`config.mk`:
```
export PLATFORM = sky130hd
export DESIGN_NAME = uart_rx_ctrl
export DESIGN_NICKNAME = d
export VERILOG_FILES = /design/src/rtl/uart_rx_ctrl.sv
export SDC_FILE = /design/constraint.sdc
export NUM_CORES = 1
export LEC_CHECK = 0
export CELL_PAD_IN_SITES_DETAIL_PLACEMENT = 2
export CELL_PAD_IN_SITES_GLOBAL_PLACEMENT = 2
export CORE_MARGIN = 2
export CORE_UTILIZATION = 42
export CTS_CLUSTER_SIZE = 20
export DETAILED_ROUTE_END_ITERATION = 10
export GPL_ROUTABILITY_DRIVEN = 0
export PLACE_DENSITY_LB_ADDON = 0.2
export SETUP_SLACK_MARGIN = 0.3
export SYNTH_ARGS = -nofsm -noshare
export SYNTH_HDL_FRONTEND = slang
export SYNTH_SLANG_ARGS = --single-unit
export TNS_END_PERCENT = 100
```
`constraint.sdc`:
```
create_clock -name clk -period 4.1 [get_ports clk]
set_clock_uncertainty 0.05 [all_clocks]
set_input_delay 1.025 -clock clk [delete_from_list [all_inputs] [get_ports clk]]
set_output_delay 1.025 -clock clk [all_outputs]
set_load 0.01 [all_outputs]
```
`src/rtl/uart_rx_ctrl.sv`:
```
// Purpose: UART receive FIFO with a sticky overrun flag, a fill-level interrupt and a character-timeout interrupt.
// Latency: a pop returns rd_data/rd_valid one edge after rd_req; intr is registered one edge after its cause.
// Backpressure: none upstream; a byte arriving while full with no pop in the same cycle is dropped and flags overrun.
module uart_rx_ctrl #(
  parameter int DEPTH   = 8,
  parameter int TIMEOUT = 32
) (
  input  logic       clk,
  input  logic       resetn,
  input  logic [7:0] rx_data,
  input  logic       rx_done,
  input  logic       rd_req,
  input  logic       ovr_clr,
  input  logic [3:0] int_thresh,
  output logic [7:0] rd_data,
  output logic       rd_valid,
  output logic [4:0] count,
  output logic       empty,
  output logic       full,
  output logic       overrun,
  output logic       intr
);

  localparam int AW = (DEPTH > 1) ? $clog2(DEPTH) : 1;
  localparam int CW = $clog2(TIMEOUT + 1);
  localparam logic [4:0]    DEPTH_C = 5'(DEPTH);
  localparam logic [CW-1:0] CNT_MAX = CW'(TIMEOUT - 1);

  typedef enum logic [1:0] {
    S_IDLE = 2'd0,
    S_WAIT = 2'd1,
    S_TOUT = 2'd2
  } state_t;

  logic [7:0]    r_mem [DEPTH];
  logic [AW-1:0] r_wr_ptr;
  logic [AW-1:0] r_rd_ptr;
  logic [4:0]    r_count;
  logic [7:0]    r_rd_data;
  logic          r_rd_valid;
  logic          r_overrun;
  logic          r_intr;
  state_t        r_state;
  logic [CW-1:0] r_idle_cnt;

  logic          w_empty;
  logic          w_full;
  logic          w_pop;
  logic          w_push;
  logic          w_drop;
  logic          w_activity;
  logic [4:0]    w_count_nxt;
  logic [3:0]    w_thr;
  logic          w_intr_nxt;
  state_t        w_state_nxt;
  logic [CW-1:0] w_idle_cnt_nxt;

  assign w_empty = (r_count == 5'd0);
  assign w_full  = (r_count == DEPTH_C);

  // A pop on an empty FIFO is ignored, so a simultaneous push into an empty FIFO never bypasses.
  assign w_pop       = rd_req & ~w_empty;
  // A full FIFO still accepts a byte when a pop frees a slot in the same cycle.
  assign w_push      = rx_done & (~w_full | w_pop);
  assign w_drop      = rx_done & w_full & ~w_pop;
  assign w_activity  = w_push | w_pop;
  assign w_count_nxt = r_count + {4'b0, w_push} - {4'b0, w_pop};

  // A threshold of 0 would fire on an empty FIFO, so it behaves as 1.
  assign w_thr      = (int_thresh == 4'd0) ? 4'd1 : int_thresh;
  assign w_intr_nxt = (r_count >= {1'b0, w_thr}) | (r_state == S_TOUT) | r_overrun;

  // Storage write port; contents deliberately survive reset.
  always_ff @(posedge clk) begin
    if (w_push) begin
      r_mem[r_wr_ptr] <= rx_data;
    end
  end

  // Pointers, occupancy and the registered read port.
  always_ff @(posedge clk or negedge resetn) begin
    if (!resetn) begin
      r_wr_ptr   <= '0;
      r_rd_ptr   <= '0;
      r_count    <= 5'd0;
      r_rd_data  <= 8'h00;
      r_rd_valid <= 1'b0;
    end else begin
      r_count    <= w_count_nxt;
      r_rd_valid <= w_pop;
      if (w_push) begin
        r_wr_ptr <= r_wr_ptr + AW'(1);
      end
      if (w_pop) begin
        r_rd_ptr  <= r_rd_ptr + AW'(1);
        r_rd_data <= r_mem[r_rd_ptr];
      end
    end
  end

  // Sticky overrun: a drop in the same cycle as ovr_clr keeps the flag set.
  always_ff @(posedge clk or negedge resetn) begin
    if (!resetn) begin
      r_overrun <= 1'b0;
    end else if (w_drop) begin
      r_overrun <= 1'b1;
    end else if (ovr_clr) begin
      r_overrun <= 1'b0;
    end
  end

  // Timeout FSM state and idle counter registers.
  always_ff @(posedge clk or negedge resetn) begin
    if (!resetn) begin
      r_state    <= S_IDLE;
      r_idle_cnt <= '0;
    end else begin
      r_state    <= w_state_nxt;
      r_idle_cnt <= w_idle_cnt_nxt;
    end
  end

  // Timeout next-state: decisions use the post-edge occupancy so an emptying pop lands in IDLE directly.
  always_comb begin
    w_state_nxt    = r_state;
    w_idle_cnt_nxt = r_idle_cnt;
    if (w_count_nxt == 5'd0) begin
      w_state_nxt    = S_IDLE;
      w_idle_cnt_nxt = '0;
    end else begin
      unique case (r_state)
        S_IDLE: begin
          w_state_nxt    = S_WAIT;
          w_idle_cnt_nxt = '0;
        end
        S_WAIT: begin
          if (w_activity) begin
            w_idle_cnt_nxt = '0;
          end else if (r_idle_cnt == CNT_MAX) begin
            w_state_nxt = S_TOUT;
          end else begin
            w_idle_cnt_nxt = r_idle_cnt + CW'(1);
          end
        end
        S_TOUT: begin
          // Counter stays saturated until traffic resumes.
          if (w_activity) begin
            w_state_nxt    = S_WAIT;
            w_idle_cnt_nxt = '0;
          end
        end
        default: begin
          w_state_nxt    = S_IDLE;
          w_idle_cnt_nxt = '0;
        end
      endcase
    end
  end

  // Registered level interrupt.
  always_ff @(posedge clk or negedge resetn) begin
    if (!resetn) begin
      r_intr <= 1'b0;
    end else begin
      r_intr <= w_intr_nxt;
    end
  end

  assign rd_data  = r_rd_data;
  assign rd_valid = r_rd_valid;
  assign count    = r_count;
  assign empty    = w_empty;
  assign full     = w_full;
  assign overrun  = r_overrun;
  assign intr     = r_intr;

endmodule

```
* Word level (Yosys, flattened, before mapping)
Memory sizes are Yosys's and may differ from the RTL's. A register that Yosys moved wholly into a read port is not among the register bits.
Cells that the tools add are included.
** Word-level totals
- Bits in registers :: 22
- Bits in writable memories :: 64
- Latch bits :: 0
- Memories kept :: 1
- Output and inout bits :: 18
- ROM bits :: 0
** Memory list
- r_mem :: words 8, bits a word 8, rd ports 1, clocked after Yosys merged registers in 1, wr ports 1, line 35 : logic [7:0] r_mem [DEPTH];
** Cells by class
- Multiply operators :: 0
- Divide/modulo/power cells :: 0
- Equal/unequal tests :: 8
- Bitwise operators :: 11
- Reductions and logical operators :: 8
- Add/subtract/negate cells :: 5
- Muxes and demuxes :: 15
- Shift-type cells :: 0
- Order comparisons :: 1
** Operators with widths (count)
- 2-to-1 mux 6 bit :: 4
- one-hot mux 6 bit (2 select lines) :: 1
- zero test 5 bit :: 2
- 2-to-1 mux 2 bit :: 4
- adder 3 x 1 -> 3 bit, second input constant :: 2
- adder 6 x 1 -> 6 bit, second input constant :: 1
- equality test 6 x 5 -> 1 bit, second input constant :: 1
- inequality test 3 bit, second input constant :: 2
- one-hot mux 2 bit (3 select lines) :: 1
- adder 5 x 1 -> 5 bit :: 1
- equality test 5 x 4 -> 1 bit, second input constant :: 1
- greater-or-equal comparator 5 x 4 -> 1 bit :: 1
- subtractor 5 x 1 -> 5 bit :: 1
- AND 1 bit :: 4
- zero test 4 bit :: 1
- 2-to-1 mux 1 bit :: 4
- 2-to-1 mux 4 bit :: 1
- inequality test 4 bit, second input constant :: 1
- OR 1 bit :: 4
- inequality test 3 x 2 -> 1 bit, second input constant :: 1
- NOT 1 bit :: 3
- AND reduction 3 bit :: 1
- equality test 2 x 1 -> 1 bit, second input constant :: 1
- equality test 2 bit, second input constant :: 1
- 4 further kinds :: 4

* Logic depth before layout (Yosys ltp)
Gate-level depths: netlist of the first run.
- Depth in word-level cells :: 10
- Depth in mapped cells :: 15

* Worst setup path after synthesis of the first run
OpenSTA, ideal clock, no wires.
- Kind :: input to register
- From :: in rd_req
- To :: reg r_idle_cnt[2]
- Cell stages on the path :: 12
- Buffers on the path :: 1
- Slack :: 0.690 ns
- Arrival time :: 3.218 ns
- Library setup time :: 0.143 ns
- Cells stage by stage :: and2_1 buf_2 inv_1 ha_1 ha_1 inv_1 fa_1 nand2b_1 a21oi_2 xnor2_1 nor4_4 nor3_1
** Between the ends
- Cells in the longest elaborated chain, start to end :: 8
- Elaborated cells on any way between the ends :: 13
- Classes of those cells :: add/sub: 2; eq/ne: 2; mux: 3; bitwise: 4; reduce/logical: 2
** Ends and longest elaborated chain
- from (decl) :: line 12 : input logic rd_req,
- AND 1 bit * :: line 62 : assign w_pop = rd_req & ~w_empty;
- OR 1 bit :: line 64 : assign w_push = rx_done & (~w_full | w_pop);
- AND 1 bit :: line 64
- adder 5 x 1 -> 5 bit :: line 67 : assign w_count_nxt = r_count + {4'b0, w_push} - {4'b0, w_pop};
- subtractor 5 x 1 -> 5 bit * :: line 67
- net w_count_nxt[4] :: line 52 : logic [4:0] w_count_nxt;
- zero test 5 bit * :: line 127 : if (w_count_nxt == 5'd0) begin
- inequality test 4 bit (no source line) / inequality test 3 x 2 -> 1 bit (equally long branches)
- AND reduction 2 bit (no source line)
- to (signal assigned) :: line 119 : r_idle_cnt <= w_idle_cnt_nxt;
- to (decl) :: line 44 : logic [CW-1:0] r_idle_cnt;
Mark *: on every way through the listed nets, which the timed path passes. The rest lies on a longest branch.
A chain may end at the register's enable or synchronous reset.

* Worst setup path after layout of the first run
- From :: in rd_req
- To :: reg r_idle_cnt[5]
Same word-level chain as after synthesis.

==> results by group, run 1 <==
Worst setup path
  – Crit path largest cell delay: 0.47 ns
  – Worst r2r path cells: 16
  – Arrival @ worst endpoint: around 3.8 ns
  – CP bufs+invs: 4
  – Levels on crit path: 15
  – CP max-delay cell: clkdlybuf4s50_1
  – Worst Setup End Kind: flip-flop
  – Top delay family on crit path: adder cells
  – Critical path type: primary input to flip-flop
  – Critical path required time: 4.31 ns
  – Max FO, Critical Path: 8
  – Crit-path cells: clkdlybuf4s50_1 > nand2b_1 > nand3_1 > and2_1 > inv_1 > ha_1 > ha_1 > inv_1 > fa_1 > nand2b_1 > a21oi_2 > xnor2_1 > nor4_4 > buf_6 > a211oi_1
  – Setup crit start kind: primary input

Cells and area
  – Fin area: 4773 um2
  – Final #Nets: 346
  – Layout overhead on the synthesized area: 18.59%
  – Register area: ~2700 um2
  – Area of the multi-input gates: 1260 um2
  – Fillers: 886
  – Antenna Cells: 0
  – Share of cells above drive strength 1: 0.1693

Power and ir drop
  – Sw Share: 0.3542
  – Clock share of power: 0.180
  – Switching pwr: 1116 uW
  – Worst IR Drop VDD: roughly 0.30 mV
  – Leak pwr: 0.001797 uW
  – Seq pwr share: 0.453
  – Logic pwr share: 0.368
  – Cell Pwr Density: 660.4 nW/um2
  – Internal power: 2036 uW

Logic synthesis
  – Adder-Cell Fraction of Synth Area: 0.04849
  – Count leader, synth: edfxtp_1
  – Post-Syn Instances: around 260
  – Count of state elements after synthesis: 94
  – Seq/Total Area, Yosys: 0.6640
  – Synth unique cells: 39
  – Largest family of logic cells by synthesized area: multiplexers
  – Multiplexer share of the synthesized area: 0.1094
  – Post-synthesis compound-gate area fraction: 0.03886
  – XOR/XNOR Fraction of Synth Area: 0.01523
  – Synth top area cells: edfxtp_1, dfrtp_1, mux4_2, ha_1, mux2i_1
  – Post-Synth Simple-Gate Area: 0.1010
  – Top FF cell, synth: edfxtp_1
  – Top cells by count, synth: edfxtp_1, dfrtp_1, nor2_1
  – Synth top area share: 0.4775
  – FFs w/ async S/R, synth: 0.3191
  – Synthesized Nets: about 300
  – Synth warn: 0
  – Avg Cell Area, Syn: 15.30 um2
  – Synth area leader: edfxtp_1
  – Synth Cell Area: 4025 um2
  – Number of synthesized flops with an enable pin: 64

Clocking
  – Post-CTS setup buffer count: 0
  – Num CTS Buffers: 9
  – CTS tree: built
  – Clk buf depth: 2
  – Sink Count: 94
  – Root buf cell: clkbuf_8
  – Resized Gates After CTS: 0
  – Worst-path clk slew: about 0.1 ns
  – CTS H-tree lvls: 3
  – Worst-Skew Late Latency: 0.35 ns
  – Hold buffer count at CTS: 0

Timing
  – Crit share post-route: 0.8744
  – Worst slew pin tran: 0.8610 ns
  – Final hold violations: 0
  – Setup-failing EPs final: 0
  – Crit path time final: between 3 and 4 ns
  – Slew Limit Fails: 0
  – F_max: 279.0 MHz
  – Slew HR: 0.4260
  – Unrepaired setup endpoints after global routing: false
  – Setup_tns: 0 ns

Global routing
  – First-pass GRT wire length: 14700 um
  – Initial antenna violation count: 0
  – Vias in the first global route: 2624
  – Largest net degree at the start of global routing: 31
  – Tot GR Track Use: 0.1972
  – Gr ovfl total: 0

Routing
  – First DRT Iteration DRCs: 141
  – Residual DRC: 0
  – Vias: 2364
  – Final wirelength: 9464 um
  – Routed len/inst: 21.13 um
  – First-pass detailed-route iteration total: 4
  – Post-DRT Antenna Nets: 0
  – Vias per cell: 5.277

Die
  – Width of the chip: 101.9 um
  – CORE AREA: 9284 um2
  – Num rows: 35
  – Top Ports: 35
  – Die area: 10380 um2
  – Initial Utilization: 0.4336
  – Die Span Y: around 100 um

Status
  – Run status: complete, no violations

Placed design
  – Input/output buffers: 34
  – Hpwl dp: 6619 um
  – Placed inst area: 4588 um2

Hold path
  – Hold depth: 2
  – Hold Path Class: flip-flop to flip-flop

Run
  – Total of max-cap violations: 0
power by group through the flow:
| stage | registers, uW | clock network [uW] | logic (uW) |
|---|---|---|---|
| 6_report | 1430 | 566 | 1160 |
| 5_1_grt | 1460 | 618 | 1270 |
| 4_1_cts | 1430 | 590 | 1190 |
| 3_5_place_dp | 1450 | 0 | 1170 |
| 3_3_place_gp | 1440 | 0 | 1090 |
| 2_1_floorplan | 1370 | 0 | 765 |
layout by cell type, fill, tap and decap left out, drive strengths merged, types with 10 or more instances in the layout:
| master | n |
|---|---|
| edfxtp | 64 |
| ha | 14 |
| inv | 17 |
| a21oi | 16 |
| dfrtp | 30 |
| mux4 | 16 |
| buf | 13 |
| clkdlybuf4s50 | 34 |
| nand2 | 16 |
| clkbuf | 10 |
| nor2 | 20 |
sequential cells by signal, summed over array words and instances (netlist names):
| register | flops |
|---|---|
| r_state | 2 |
| rd_valid | 1 |
| rd_data | 8 |
| r_wr_ptr | 3 |
| r_rd_ptr | 3 |
| count | 5 |
| r_mem | 64 |
| overrun | 1 |
| intr | 1 |
| r_idle_cnt | 6 |
final timing paths:
path | start | endpoint | slack (ns)
max in group asynchronous | resetn | count[0]$_DFF_PN0_ | 2.66
worst max-delay path | rd_req | r_idle_cnt[5]$_DFFE_PN0P_ | 0.52
min in group asynchronous | resetn | rd_data[2]$_DFFE_PN0N_ | 1.02
worst min register to register | overrun$_DFFE_PN0P_ | intr$_DFF_PN0_ | 0.45
worst min-delay path | overrun$_DFFE_PN0P_ | intr$_DFF_PN0_ | 0.45
worst max register to register | count[3]$_DFF_PN0_ | r_idle_cnt[5]$_DFFE_PN0P_ | 0.78
cells by family (layout without fill, tap and decap cells):
group	after synthesis	after routing
mux	24	24
xor+xnor	7	7
flops	94	94
compound gates	27	27
fa+ha+maj	15	15
buf+inv	22	78
simple gates	74	74
final cells by class:
class,count,area share
Timing Repair Buffer,47,0.09253
Sequential cell,94,0.5599
Clock inverter,6,0.01127
Clock buffer,10,0.02674
Tap cell,129,0.03381
Multi-Input combinational cell,147,0.2640
Inverter,15,0.01180
stage by stage:
stage	utilization	instances	hold slack (ns)	total power (uW)	setup slack, ns
3_5_place_dp	0.4942	432	0.4368	2621	0.03545
2_1_floorplan	-	263	0.4356	2131	0.6898
3_3_place_gp	0.4942	432	0.4203	2525	0.2330
4_1_cts	0.5137	448	0.4621	3210	0.3337
6_report	0.5142	448	0.4540	3152	0.5151
5_1_grt	0.5142	448	0.4733	3349	0.3793
layer usage:
layer	vias up	share of wire	GRT usage
met1	1255	0.46	0.2668
met3	4	0.021	0.03899
met2	32	0.52	0.3340
met4	0	0.0049	0.04308
met5	-	0	0
li1	1073	-	-
worst register-to-register path, delay by kind of cell, from the launching register on:
kind                     cells  cell delay (ns)
buffers and inverters        4             0.41
AO/OA/AOI/OAI                2             0.30
adder cells (fa/ha/maj)      4             1.13
flip-flops                   1             0.48
AND/OR/NAND/NOR              5             0.65
XOR/XNOR                     1             0.22
Power figures use the tool's default switching activity.
==> inputs of run 2 (changes only) <==
--- a/config.mk
+++ b/config.mk
@@ -8,9 +8,10 @@
 export CELL_PAD_IN_SITES_DETAIL_PLACEMENT = 2
 export CELL_PAD_IN_SITES_GLOBAL_PLACEMENT = 2
 export CORE_MARGIN = 2
-export CORE_UTILIZATION = 42
+export CORE_UTILIZATION = 45
 export CTS_CLUSTER_SIZE = 20
 export DETAILED_ROUTE_END_ITERATION = 10
+export DONT_BUFFER_PORTS = 1
 export GPL_ROUTABILITY_DRIVEN = 0
 export PLACE_DENSITY_LB_ADDON = 0.2
 export SETUP_SLACK_MARGIN = 0.3
==> run 2 against run 1 <==
  * First-iteration DRC count down 60%
  * Die area down 6.4%
  * Sequential share of layout area up 5.7 points
  * Via count down 7.7%
  * Combinational power down 28%
  * Sequential power up 6%
  * Non-clock buffer count down 43
  * Cell area down 9.2%
  * Maximum frequency up 2.1%
  * Worst setup slack better by 0.072 ns
  * Highest routed layer unchanged
==> results by group, run 2 (same netlist as run 1, synthesis figures left out) <==
Status
  – Run status: complete, no violations (unchanged)

Hold path
  – Hold Path Class: primary input to async pin (was flip-flop to flip-flop)

Cells and area
  – Fillers: 831 (was 886)
  – Max reg flops: 64 (unchanged)
  – Final #Nets: 303 (was 346)
  – Antenna Cells: 0 (unchanged)
  – Fin area: 4335 um2 (was 4773 um2)
  – Layout overhead on the synthesized area: 7.709% (was 18.59%)
  – Share of cells above drive strength 1: 0.1630 (was 0.1693)
  – Finished Layout Cells: 384 (was 448)
  – Fin util: 0.4996 (was 0.5142)
  – Area of the multi-input gates: 1260 um2 (unchanged)
  – Commonest non-fill, non-tap cells in the layout: edfxtp_1, dfrtp_1, nor2_1, nand2_1, mux4_2 (was edfxtp_1, clkdlybuf4s50_1, dfrtp_1, nor2_1)
  – Commonest non-fill, non-tap cell in the layout: edfxtp_1 (unchanged)
  – Register area: 2673 um2 (unchanged)
  – Largest Register: r_mem (unchanged)

Global routing
  – Vias in the first global route: 2475 (was 2624)
  – Gr ovfl total: 0 (unchanged)
  – Tot GR Track Use: 0.1998 (was 0.1972)
  – First-pass GRT wire length: 14300 um (was 14700 um)
  – Initial antenna violation count: 0 (unchanged)
  – Largest net degree at the start of global routing: 31 (unchanged)

Die
  – Die area: 9717 um2 (was 10380 um2)
  – Initial Utilization: 0.4638 (was 0.4336)
  – Die Span Y: 98.58 um (was 101.9 um)
  – CORE AREA: 8678 um2 (was 9284 um2)
  – Top Ports: 35 (unchanged)
  – Width of the chip: 98.58 um (was 101.9 um)
  – Num rows: 34 (was 35)

Routing
  – First-pass detailed-route iteration total: 4 (unchanged)
  – Routed len/inst: 23.35 um (was 21.13 um)
  – Residual DRC: 0 (unchanged)
  – Post-DRT Antenna Nets: 0 (unchanged)
  – Vias per cell: 5.680 (was 5.277)
  – First DRT Iteration DRCs: 56 (was 141)
  – Final wirelength: 8968 um (was 9464 um)
  – Vias: 2181 (was 2364)

Power and ir drop
  – Seq pwr share: 0.515 (was 0.453)
  – Logic pwr share: 0.287 (was 0.368)
  – Worst IR Drop VDD: 0.3590 mV (was 0.3019 mV)
  – Cell Pwr Density: 674.7 nW/um2 (was 660.4 nW/um2)
  – Clock share of power: 0.198 (was 0.180)
  – Switching pwr: 1051 uW (was 1116 uW)
  – Internal power: 1874 uW (was 2036 uW)
  – Leak pwr: 0.001618 uW (was 0.001797 uW)
  – Sw Share: 0.3594 (was 0.3542)

Worst setup path
  – Worst R2R End: r_idle_cnt[2]$_DFFE_PN0P_ (was r_idle_cnt[5]$_DFFE_PN0P_)
  – Arrival @ worst endpoint: 3.68 ns (was 3.80 ns)
  – R2r setup slk: 0.59 ns (was 0.78 ns)
  – Critical path required time: 4.27 ns (was 4.31 ns)
  – RR Startpoint: count[3]$_DFF_PN0_ (unchanged)
  – Max FO, Critical Path: 8 (unchanged)
  – Worst Setup End Kind: flip-flop (unchanged)
  – Critical path type: flip-flop to flip-flop (was primary input to flip-flop)
  – Worst r2r path cells: 15 (was 16)
  – Setup crit start kind: flip-flop (was primary input)

Clocking
  – CTS H-tree lvls: 3 (unchanged)
  – Hold buffer count at CTS: 0 (unchanged)
  – Worst-path clk slew: 0.10 ns (about the same)
  – Post-CTS setup buffer count: 0 (unchanged)
  – Num CTS Buffers: 9 (unchanged)
  – Resized Gates After CTS: 0 (unchanged)
  – Sink Count: 94 (unchanged)
  – CTS tree: built (unchanged)
  – Clk buf depth: 2 (unchanged)
  – Worst-Skew Late Latency: 0.36 ns (was 0.35 ns)
  – Root buf cell: clkbuf_8 (unchanged)

Timing
  – Crit path time final: 3.513 ns (was 3.585 ns)
  – Crit share post-route: 0.8567 (was 0.8744)
  – Hold slack final: 0.2909 ns (was 0.4540 ns)
  – Worst slew pin tran: 1.117 ns (was 0.8610 ns)
  – Setup-failing EPs final: 0 (unchanged)
  – Final hold violations: 0 (unchanged)
  – Slew HR: 0.2556 (was 0.4260)
  – Setup_tns: 0 ns (unchanged)
  – Unrepaired setup endpoints after global routing: false (unchanged)
  – F_max: 284.7 MHz (was 279.0 MHz)
  – Slew Limit Fails: 0 (unchanged)

Run
  – Total of max-cap violations: 0 (unchanged)

Placed design
  – Hpwl dp: 6355 um (was 6619 um)
  – Placed inst area: 4154 um2 (was 4588 um2)
  – Input/output buffers: 0 (was 34)
  – Post-placement cell count: 368 (was 432)
-- run 2: final cells by class --
cell class              instances  area share
clock buffers                  10     0.02944
clock inverters                 6     0.01241
inverters                      15     0.01299
multi-input cells             147      0.2906
flip-flops and latches         94      0.6164
well taps                     108     0.03117
repair buffers                  4    0.006926
-- run 2: how the worst max path moves through the flow --
stage	end	slack (ns)	startpoint	depth (start not counted)
4_1_cts	r_idle_cnt[5]$_DFFE_PN0P_	0.40	count[3]$_DFF_PN0_	15
2_1_floorplan	r_idle_cnt[2]$_DFFE_PN0P_	0.69	rd_req	12
3_3_place_gp	r_idle_cnt[2]$_DFFE_PN0P_	0.47	rd_req	13
5_1_grt	r_idle_cnt[2]$_DFFE_PN0P_	0.34	count[3]$_DFF_PN0_	15
3_5_place_dp	r_idle_cnt[2]$_DFFE_PN0P_	0.30	rd_req	13
6_report	r_idle_cnt[2]$_DFFE_PN0P_	0.59	count[3]$_DFF_PN0_	15
-- run 2: routing by layer --
layer,GRT usage,up-vias,part of all wire
met5,0,-,0
met1,0.2615,1158,0.44
met3,0.05035,8,0.034
met4,0.04742,0,0.0094
li1,-,983,-
met2,0.3391,32,0.51
-- run 2: power by group through the flow --
stage | sequential (uW) | clock (uW) | combinational [uW]
4_1_cts | 1520 | 592 | 862
3_5_place_dp | 1530 | 0 | 854
6_report | 1510 | 578 | 840
5_1_grt | 1540 | 626 | 949
2_1_floorplan | 1370 | 0 | 765
3_3_place_gp | 1520 | 0 | 808
-- run 2: stage by stage --
stage / total power, uW / worst slack, ns
6_report: 2925 / 0.5874
3_3_place_gp: 2325 / 0.4663
3_5_place_dp: 2389 / 0.2965
5_1_grt: 3119 / 0.3377
4_1_cts: 2972 / 0.3993
2_1_floorplan: 2131 / 0.6898
-- run 2: critical path, stage by stage, from the launching register on --
cell and delay, ns:
dfrtp_1 0.50, inv_1 0.10, ha_1 0.20, nand2b_1 0.16, nand3_1 0.08, and2_1 0.23, inv_1 0.11, ha_1 0.29
ha_1 0.16, inv_1 0.06, fa_1 0.40, nand2b_1 0.17, a21oi_2 0.13, xnor2_1 0.12, nor4_4 0.48, nor3_1 0.13
